`config.mk`:
```
export PLATFORM = sky130hd
export DESIGN_NAME = freq_mode_detector
export DESIGN_NICKNAME = d
export VERILOG_FILES = /design/src/rtl/freq_det_pkg.sv /design/src/rtl/sig_sync_edge.sv /design/src/rtl/freq_mode_detector.sv
export SDC_FILE = /design/constraint.sdc
export NUM_CORES = 1
export LEC_CHECK = 0
export ABC_AREA = 1
export CORE_ASPECT_RATIO = 1.1
export CORE_UTILIZATION = 56
export CTS_CLUSTER_DIAMETER = 150
export CTS_CLUSTER_SIZE = 14
export DETAILED_ROUTE_END_ITERATION = 6
export GPL_ROUTABILITY_DRIVEN = 0
export PLACE_DENSITY = 0.78
export SYNTH_ARGS = -nofsm -noshare
export SYNTH_HDL_FRONTEND = slang
export SYNTH_SLANG_ARGS = --single-unit
```
`constraint.sdc`:
```
create_clock -name i_clk -period 1.6 [get_ports i_clk]
set_clock_uncertainty 0.1 [all_clocks]
set_input_delay 0.32 -clock i_clk [delete_from_list [all_inputs] [get_ports i_clk]]
set_output_delay 0.32 -clock i_clk [all_outputs]
set_load 0.03 [all_outputs]
```
`src/rtl/freq_det_pkg.sv`:
```
// freq_det_pkg: mode encodings, FSM state type and nominal period helper
// shared by the frequency mode detector and its front end.
package freq_det_pkg;

    localparam logic [1:0] MODE_1HZ  = 2'b00;
    localparam logic [1:0] MODE_2HZ  = 2'b01;
    localparam logic [1:0] MODE_5HZ  = 2'b10;
    localparam logic [1:0] MODE_10HZ = 2'b11;

    typedef enum logic {
        ST_SEARCH  = 1'b0,
        ST_MEASURE = 1'b1
    } state_t;

    // Nominal period in clock cycles of blink rate idx (1, 2, 5, 10 Hz).
    function automatic int unsigned period_cycles(
        input int unsigned clk_hz,
        input int unsigned idx
    );
        case (idx)
            0:       return clk_hz;
            1:       return clk_hz / 2;
            2:       return clk_hz / 5;
            default: return clk_hz / 10;
        endcase
    endfunction

endpackage

```
`src/rtl/sig_sync_edge.sv`:
```
// sig_sync_edge: 2-FF synchronizer, optional glitch filter and registered
// rising-edge detect.
// Ports: i_clk, i_reset (sync, active high), i_sig (async in),
//        o_rise (one-cycle pulse per rising edge of the cleaned level).
// Macro FREQ_DET_GLITCH_FILTER_EN enables the FILT_CYC-cycle filter.
module sig_sync_edge #(
    parameter int unsigned FILT_CYC = 4
) (
    input  logic i_clk,
    input  logic i_reset,
    input  logic i_sig,
    output logic o_rise
);

    logic r_sync1;
    logic r_sync2;
    logic r_prev;
    logic r_rise;
    logic w_level;

    always_ff @(posedge i_clk) begin
        if (i_reset) begin
            r_sync1 <= 1'b0;
            r_sync2 <= 1'b0;
        end else begin
            r_sync1 <= i_sig;
            r_sync2 <= r_sync1;
        end
    end

`ifdef FREQ_DET_GLITCH_FILTER_EN
    localparam int FW = $clog2(FILT_CYC + 1);

    logic [FW-1:0] r_fcnt;
    logic          r_filt;

    // The filtered level flips on the FILT_CYC-th consecutive cycle in
    // which the synchronized input disagrees with it.
    always_ff @(posedge i_clk) begin
        if (i_reset) begin
            r_fcnt <= '0;
            r_filt <= 1'b0;
        end else if (r_sync2 != r_filt) begin
            if (r_fcnt == FW'(FILT_CYC - 1)) begin
                r_filt <= r_sync2;
                r_fcnt <= '0;
            end else begin
                r_fcnt <= r_fcnt + 1'b1;
            end
        end else begin
            r_fcnt <= '0;
        end
    end

    assign w_level = r_filt;
`else
    logic w_unused_filt;
    assign w_unused_filt = ^FILT_CYC;
    assign w_level       = r_sync2;
`endif

    // Registered edge pulse keeps the FSM input free of combinational paths.
    always_ff @(posedge i_clk) begin
        if (i_reset) begin
            r_prev <= 1'b0;
            r_rise <= 1'b0;
        end else begin
            r_prev <= w_level;
            r_rise <= w_level & ~r_prev;
        end
    end

    assign o_rise = r_rise;

endmodule

```
`src/rtl/freq_mode_detector.sv`:
```
// freq_mode_detector: measures the period of a square wave and classifies
// it as one of the 1/2/5/10 Hz blink rates.
// Ports: i_clk, i_reset (sync, active high), i_sig_in (async),
//        o_mode (00=1Hz 01=2Hz 10=5Hz 11=10Hz), o_valid (locked),
//        o_err (one-cycle pulse on an unmatched period).
// Macro FREQ_DET_GLITCH_FILTER_EN enables the front-end glitch filter.
module freq_mode_detector
    import freq_det_pkg::*;
#(
    parameter int unsigned CLK_HZ   = 50_000_000,
    parameter int unsigned TOL_DIV  = 16,
    parameter int unsigned FILT_CYC = 4
) (
    input  logic       i_clk,
    input  logic       i_reset,
    input  logic       i_sig_in,
    output logic [1:0] o_mode,
    output logic       o_valid,
    output logic       o_err
);

    localparam int unsigned P0 = period_cycles(CLK_HZ, 0);
    localparam int unsigned P1 = period_cycles(CLK_HZ, 1);
    localparam int unsigned P2 = period_cycles(CLK_HZ, 2);
    localparam int unsigned P3 = period_cycles(CLK_HZ, 3);

    localparam int unsigned TMAX = P0 + P0 / TOL_DIV + 1;
    localparam int          CW   = $clog2(TMAX + 1);

    localparam logic [CW-1:0] TMAX_C = CW'(TMAX);

    localparam logic [CW-1:0] LO0 = CW'(P0 - P0 / TOL_DIV);
    localparam logic [CW-1:0] HI0 = CW'(P0 + P0 / TOL_DIV);
    localparam logic [CW-1:0] LO1 = CW'(P1 - P1 / TOL_DIV);
    localparam logic [CW-1:0] HI1 = CW'(P1 + P1 / TOL_DIV);
    localparam logic [CW-1:0] LO2 = CW'(P2 - P2 / TOL_DIV);
    localparam logic [CW-1:0] HI2 = CW'(P2 + P2 / TOL_DIV);
    localparam logic [CW-1:0] LO3 = CW'(P3 - P3 / TOL_DIV);
    localparam logic [CW-1:0] HI3 = CW'(P3 + P3 / TOL_DIV);

    logic          w_rise;
    logic [CW-1:0] r_cnt;
    logic [3:0]    w_hit;
    logic          w_match;
    logic [1:0]    w_mode;

    state_t        r_state;
    logic [1:0]    r_mode;
    logic          r_valid;
    logic          r_err;

    sig_sync_edge #(
        .FILT_CYC (FILT_CYC)
    ) u_front (
        .i_clk   (i_clk),
        .i_reset (i_reset),
        .i_sig   (i_sig_in),
        .o_rise  (w_rise)
    );

    // Cycles since the last rise; reads P when the next rise arrives.
    always_ff @(posedge i_clk) begin
        if (i_reset) begin
            r_cnt <= '0;
        end else if (w_rise) begin
            r_cnt <= CW'(1);
        end else if (r_cnt != TMAX_C) begin
            r_cnt <= r_cnt + 1'b1;
        end
    end

    assign w_hit[0] = (r_cnt >= LO0) && (r_cnt <= HI0);
    assign w_hit[1] = (r_cnt >= LO1) && (r_cnt <= HI1);
    assign w_hit[2] = (r_cnt >= LO2) && (r_cnt <= HI2);
    assign w_hit[3] = (r_cnt >= LO3) && (r_cnt <= HI3);
    assign w_match  = |w_hit;

    // Windows never overlap for TOL_DIV >= 8, so at most one hit is set.
    always_comb begin
        w_mode = MODE_1HZ;
        unique case (1'b1)
            w_hit[0]: w_mode = MODE_1HZ;
            w_hit[1]: w_mode = MODE_2HZ;
            w_hit[2]: w_mode = MODE_5HZ;
            w_hit[3]: w_mode = MODE_10HZ;
            default:  w_mode = MODE_1HZ;
        endcase
    end

    // A rise takes priority over timeout, so P == TMAX is classified
    // (and rejected) rather than treated as a lost signal.
    always_ff @(posedge i_clk) begin
        if (i_reset) begin
            r_state <= ST_SEARCH;
            r_mode  <= MODE_1HZ;
            r_valid <= 1'b0;
            r_err   <= 1'b0;
        end else begin
            r_err <= 1'b0;
            unique case (r_state)
                ST_SEARCH: begin
                    if (w_rise) begin
                        r_state <= ST_MEASURE;
                    end
                end
                ST_MEASURE: begin
                    if (w_rise) begin
                        if (w_match) begin
                            r_mode  <= w_mode;
                            r_valid <= 1'b1;
                        end else begin
                            r_err   <= 1'b1;
                            r_valid <= 1'b0;
                        end
                    end else if (r_cnt == TMAX_C) begin
                        r_valid <= 1'b0;
                        r_state <= ST_SEARCH;
                    end
                end
                default: r_state <= ST_SEARCH;
            endcase
        end
    end

    assign o_mode  = r_mode;
    assign o_valid = r_valid;
    assign o_err   = r_err;

endmodule

```
=== Word level (Yosys, flattened, before mapping) ===
Index checks and enable logic that the tools add are counted.

* Magnitude comparators: 8
* Eq/ne operators: 2
* Multiplexer cells: 11
* Bitwise gates (word level): 4
* Reduce and logical (&&, ||, !) cells: 11
* $add $sub $neg: 1

{| class="wikitable"
|+ Operator list
! cell !! number
|-
| $add A26 B1 Y26 const B || 1
|-
| $eq A26 B26 Y1 const B || 1
|-
| $ge A26 B23 Y1 const B || 1
|-
| $ge A26 B24 Y1 const B || 1
|-
| $ge A26 B25 Y1 const B || 1
|-
| $ge A26 B26 Y1 const B || 1
|-
| $le A26 B23 Y1 const B || 1
|-
| $le A26 B24 Y1 const B || 1
|-
| $le A26 B25 Y1 const B || 1
|-
| $le A26 B26 Y1 const B || 1
|-
| $ne A26 B26 Y1 const B || 1
|-
| $mux W1 || 9
|-
| $pmux W2 S3 || 1
|-
| $logic_and A1 B1 Y1 || 4
|-
| $reduce_bool A2 Y1 || 2
|-
| $reduce_or A4 Y1 || 1
|-
| $not A1 Y1 || 3
|-
| $reduce_and A3 Y1 || 1
|-
| $reduce_or A3 Y1 || 1
|-
| $pmux W1 S2 || 1
|-
| $reduce_and A2 Y1 || 1
|-
| $reduce_or A2 Y1 || 1
|-
| $and A1 B1 Y1 || 1
|}

* Input port bits: 3
* Output and inout port bits: 4
* Flip-flop bits (word level): 35
* Word-level logic and storage cells: 47

=== Longest topological paths before layout ===
* Depth in word-level cells: 5
* Gate-level depth with buffers: 14
* Depth with buffers taken out: 13

=== Cells and area by module ===
A second synthesis with hierarchy kept.

* Cells, all modules: 449
* Area, all modules: 2593.7 sq um

{| class="wikitable"
|+ Modules (own cells, without submodules)
! module !! cells an instance !! times used !! sequential area each (sq um) !! area each (sq um)
|-
| freq_mode_detector || 437 || 1 || 620.6 || 2478.6
|-
| sig_sync_edge || 12 || 1 || 80.1 || 115.1
|}

=== Worst setup path after synthesis ===
No wires, ideal clock.

* Kind: reg-to-reg
* Start: reg r_cnt[3]
* End: reg r_cnt[22]
* Cell stages (with the launch flop): 13
* Path buffers: 1
* Data required time: 1379 ps
* Arrival: 1455 ps
* Library setup time: 121 ps
* Period minus slack after synthesis: 1676 ps
* Path slack: -76 ps
* Path through: dfxtp_1 -> buf_4 -> nand2_2 -> nor2_2 -> nand2_2 -> nor3_4 -> nand3_2 -> nor2_4 -> inv_2 -> nor2_4 -> nand3_1 -> o21ai_1 -> a21oi_1

* Longest elaborated chain between the ends: 1
* Elaborated cells on any way between the ends: 2
* Those cells by class: 1 x add/sub; 1 x eq/ne

{| class="wikitable"
|+ RTL lines
! element !! line !! text
|-
| start: declaration || freq_mode_detector.sv:42 || <nowiki>logic [CW-1:0] r_cnt;</nowiki>
|-
| start signal: assignment || freq_mode_detector.sv:68 || <nowiki>r_cnt <= r_cnt + 1'b1;</nowiki>
|-
| $add A26 B1 Y26 or $ne A26 B26 Y1 (tied branches) || freq_mode_detector.sv:68, freq_mode_detector.sv:67 ||
|}

Several ways; a longest one is shown, not always the timed one.
A chain may end at the register's enable or synchronous reset.

=== Worst setup path after layout ===
* Start: reg r_cnt[25]
* End: reg r_valid, in the netlist o_valid

* Longest elaborated chain between the ends: 5
* Elaborated cells on any way between the ends: 18
* Those cells by class: 8 x order compare; 1 x eq/ne; 2 x mux; 7 x reduce/logical

{| class="wikitable"
|+ RTL lines
! element !! line !! text
|-
| $ge A26 B26 Y1 (tied with other cells) || freq_mode_detector.sv:72 || <nowiki>assign w_hit[0] = (r_cnt >= LO0) && (r_cnt <= HI0);</nowiki>
|-
| $logic_and A1 B1 Y1 (on tied branches) || -- ||
|-
| $reduce_or A4 Y1 || freq_mode_detector.sv:76 || <nowiki>assign w_match = |w_hit;</nowiki>
|-
| $mux W1 || freq_mode_detector.sv:108 || <nowiki>if (w_match) begin</nowiki>
|-
| $mux W1 || freq_mode_detector.sv:107 || <nowiki>if (w_rise) begin</nowiki>
|-
| end signal: assignment || freq_mode_detector.sv:110 || <nowiki>r_valid <= 1'b1;</nowiki>
|-
| end signal: assignment || freq_mode_detector.sv:113 || <nowiki>r_valid <= 1'b0;</nowiki>
|-
| end signal: assignment || freq_mode_detector.sv:116 || <nowiki>r_valid <= 1'b0;</nowiki>
|-
| end: declaration || freq_mode_detector.sv:49 || <nowiki>logic r_valid;</nowiki>
|}

Several ways; a longest one is shown, not always the timed one.

==> flow_summary_export.csv <==
group,metric,value,unit
outcome,outcome,"finished, violations left",
outcome,violations,"DRC, setup timing",
drt,drt_iter0_drc,1103,
finish,regArea,752.0,µm²
sta,relSlewSlack,76.42,%
critical_path,crit_arrival,2240,ps
drt,wl_per_cell,21.70,µm
synthesis,synth_area,2740,µm²
floorplan,die_y,75.37,µm
finish,final_common_cell,"buf_4",
synthesis,ys_types,33,
finish,multi_input_area,2090,µm²
synthesis,synth_cells,468,
critical_path,startpoint,"r_cnt[25]",
cts,clkTransAtPathRegs,90,ps
synthesis,avgSynthCellArea,5.855,µm²
worst_hold_path,hold_path.class,"reg2reg",
synthesis,ys_ff_latch,35,
floorplan,die-area,5177,µm²
sta,period_minus_slack,2098,ps
finish,n_fill_cell,171,
critical_path,worst_ep_required_time,1740,ps
finish,final_cell_mix,"buf_4, nand2_1, nor2_1",
cts,htree_levels,2,
drt,ant_nets,0,
pwr,vdd_drop_max,0.6391,mV
global_routing,grt_antenna_before_repair,0,
critical_path,cp_max_fo,7,
sta,worst_slack,-498.3,ps
cts,clk_path_buf_depth,2,
job,drv_cap,0,
sta,fin_crit_sh,131.1,%
synthesis,yosys.area.top_type,"dfxtp_1",
floorplan,num_rows,26,
place,pre_cts_ws,-269.2,ps
synthesis,async_flop_share,0,%
worst_hold_path,min-delay-start,"u_front.r_prev",
sta,max_freq,0.4766,GHz
finish,num_antenna_cells,0,
drt,wirelength,13.89,mm
drt,drc,241,
critical_path,r2r-start,"r_cnt[25]",
global_routing,first_global_vias,3349,
floorplan,die_w,68.70,µm
cts,ctsRootBufferMaster,"clkbuf_8",
synthesis,synth_edf_count,0,
cts,numCtsBuffers,5,
floorplan,io_pins,7,
global_routing,grt_max_degree,14,
global_routing,grt_pass1_wl,14.77,mm
cts,clk_latency,310,ps
sta,final_max_slew_viol_count,0,
floorplan,start_util,58.49,%
drt,drtPass1Iterations,7,
global_routing,grt-ovfl-total,0,
sta,setup_violations,23,
cts,cts_tree,"yes",
critical_path,end_kind,"flip-flop",
critical_path,worstSetupPathType,"reg2reg",
synthesis,yosys_warnings,0,
sta,hold_violations,0,
finish,utilization,90.33,%
global_routing,grt_usage,38.87,%
finish,drive_gt1_share,45.72,%
synthesis,synth.net_count,474,
synthesis,synth_flop_cell,"dfxtp_1",
synthesis,synth_top_area_share,25.57,%
pwr,p_leak,1.963,nW
drt,viasPerCell,6.659,
sta,tightestPinTransition,351.0,ps
floorplan,core-area,4684,µm²
place,port_buffers,6,
synthesis,synthTopCellsByArea,"dfxtp_1, nand2_1, nor2_1, inv_1, nand3_1",
drt,vias,4262,
sta,rsz0062_at_grt,"true",
synthesis,seq_area_frac_synth,25.57,%
finish,fin_nets,589,
pwr,powerDensity,413.9,nW/µm²
cts,cts_sinks,35,
critical_path,cp-start-kind,"flip-flop",
place,dp.final_hpwl,6.438,mm
finish,syn2layout_area_growth,54.43,%
==> state kept, by name, summed over array words and instances (netlist names) <==
signal and count:
u_front.r_sync1 1, o_mode 2, r_state 1, u_front.r_sync2 1
o_valid 1, r_cnt 26, u_front.r_prev 1, u_front.o_rise 1
o_err 1
==> final timing paths <==
kind / endpoint / slack, ps / cells after the start
worst min-delay path: u_front.o_rise / 300 / 1
worst min register to register: u_front.o_rise / 300 / 1
worst max-delay path: o_valid / -500 / 10
worst max register to register: o_valid / -500 / 10
==> stage by stage <==
step / setup TNS (ps) / total power, mW / instances / cell area [µm²] / hold WS (ps)
final: -6433 / 1.751 / 640 / 4232 / 296.2
after global routing: -7925 / 1.781 / 640 / 4232 / 311.0
after CTS: -1582 / 1.679 / 628 / 3871 / 294.8
after detailed placement: -3176 / 1.004 / 608 / 3501 / 282.3
after global placement: -1977 / 1.001 / 608 / 3501 / 279.0
after floorplan: -54.50 / 0.9614 / 468 / 2773 / 272.8
==> cells in the mapped netlist, drive strengths merged (2+ instances only) <==
cell type and instances:
nand3 35, o21ai 31, clkinv 2, dfxtp 35
nor4 3, a21oi 31, nor3 18, inv 67
buf 11, nor2 86, ha 3, nand2 128
nand4 11
==> area by class of cell <==
class                   instances  share of cell area (%)
repair buffers                120                   22.62
multi-input cells             352                   49.38
inverters                      69                   6.357
flip-flops and latches         35                   17.77
clock buffers                   5                   1.626
clock inverters                 3                  0.5914
well taps                      56                   1.656
==> kinds of logic (layout without fill, tap and decap cells) <==
kind of cell,after synthesis,count (layout),share of synthesized area [%]
flops,35,35,25.57
fa+ha+maj,3,3,1.370
compound gates,66,66,13.06
simple gates,283,283,47.49
buf+inv,81,197,12.51
==> worst max-delay path, cell delays in order, from the launching register on <==
cell and delay [ps]:
dfxtp_2 370, nor2_4 210, buf_4 150, nand4_1 200, nor2_1 310, nor2_1 120, nand2_1 140, nand2_2 80
nand2_2 120, o21ai_4 90, a21oi_1 150
==> metal layers <==
layer / vias up / GRT usage, % / part of all wire, %
met5: - / 0 / 0
met1: 1830 / 45.99 / 33
met2: 499 / 63.40 / 42
li1: 1730 / - / -
met4: 0 / 26.53 / 11
met3: 203 / 7.335 / 14
==> where the power goes <==
part / switching, mW / internal [mW]
clock network: 0.408 / 0.312
registers: 0.0136 / 0.870
logic: 0.0889 / 0.0590
total: 0.511 / 1.24
==> repair_timing <==
action,in CTS,in global routing
pin swaps,18,32
gates cloned,0,0
endpoints found under the setup margin,22,24
hold buffers,0,0
resized for setup,74,79
endpoints found under the hold margin,0,0
setup buffers,12,12
Power figures use the tool's default switching activity.
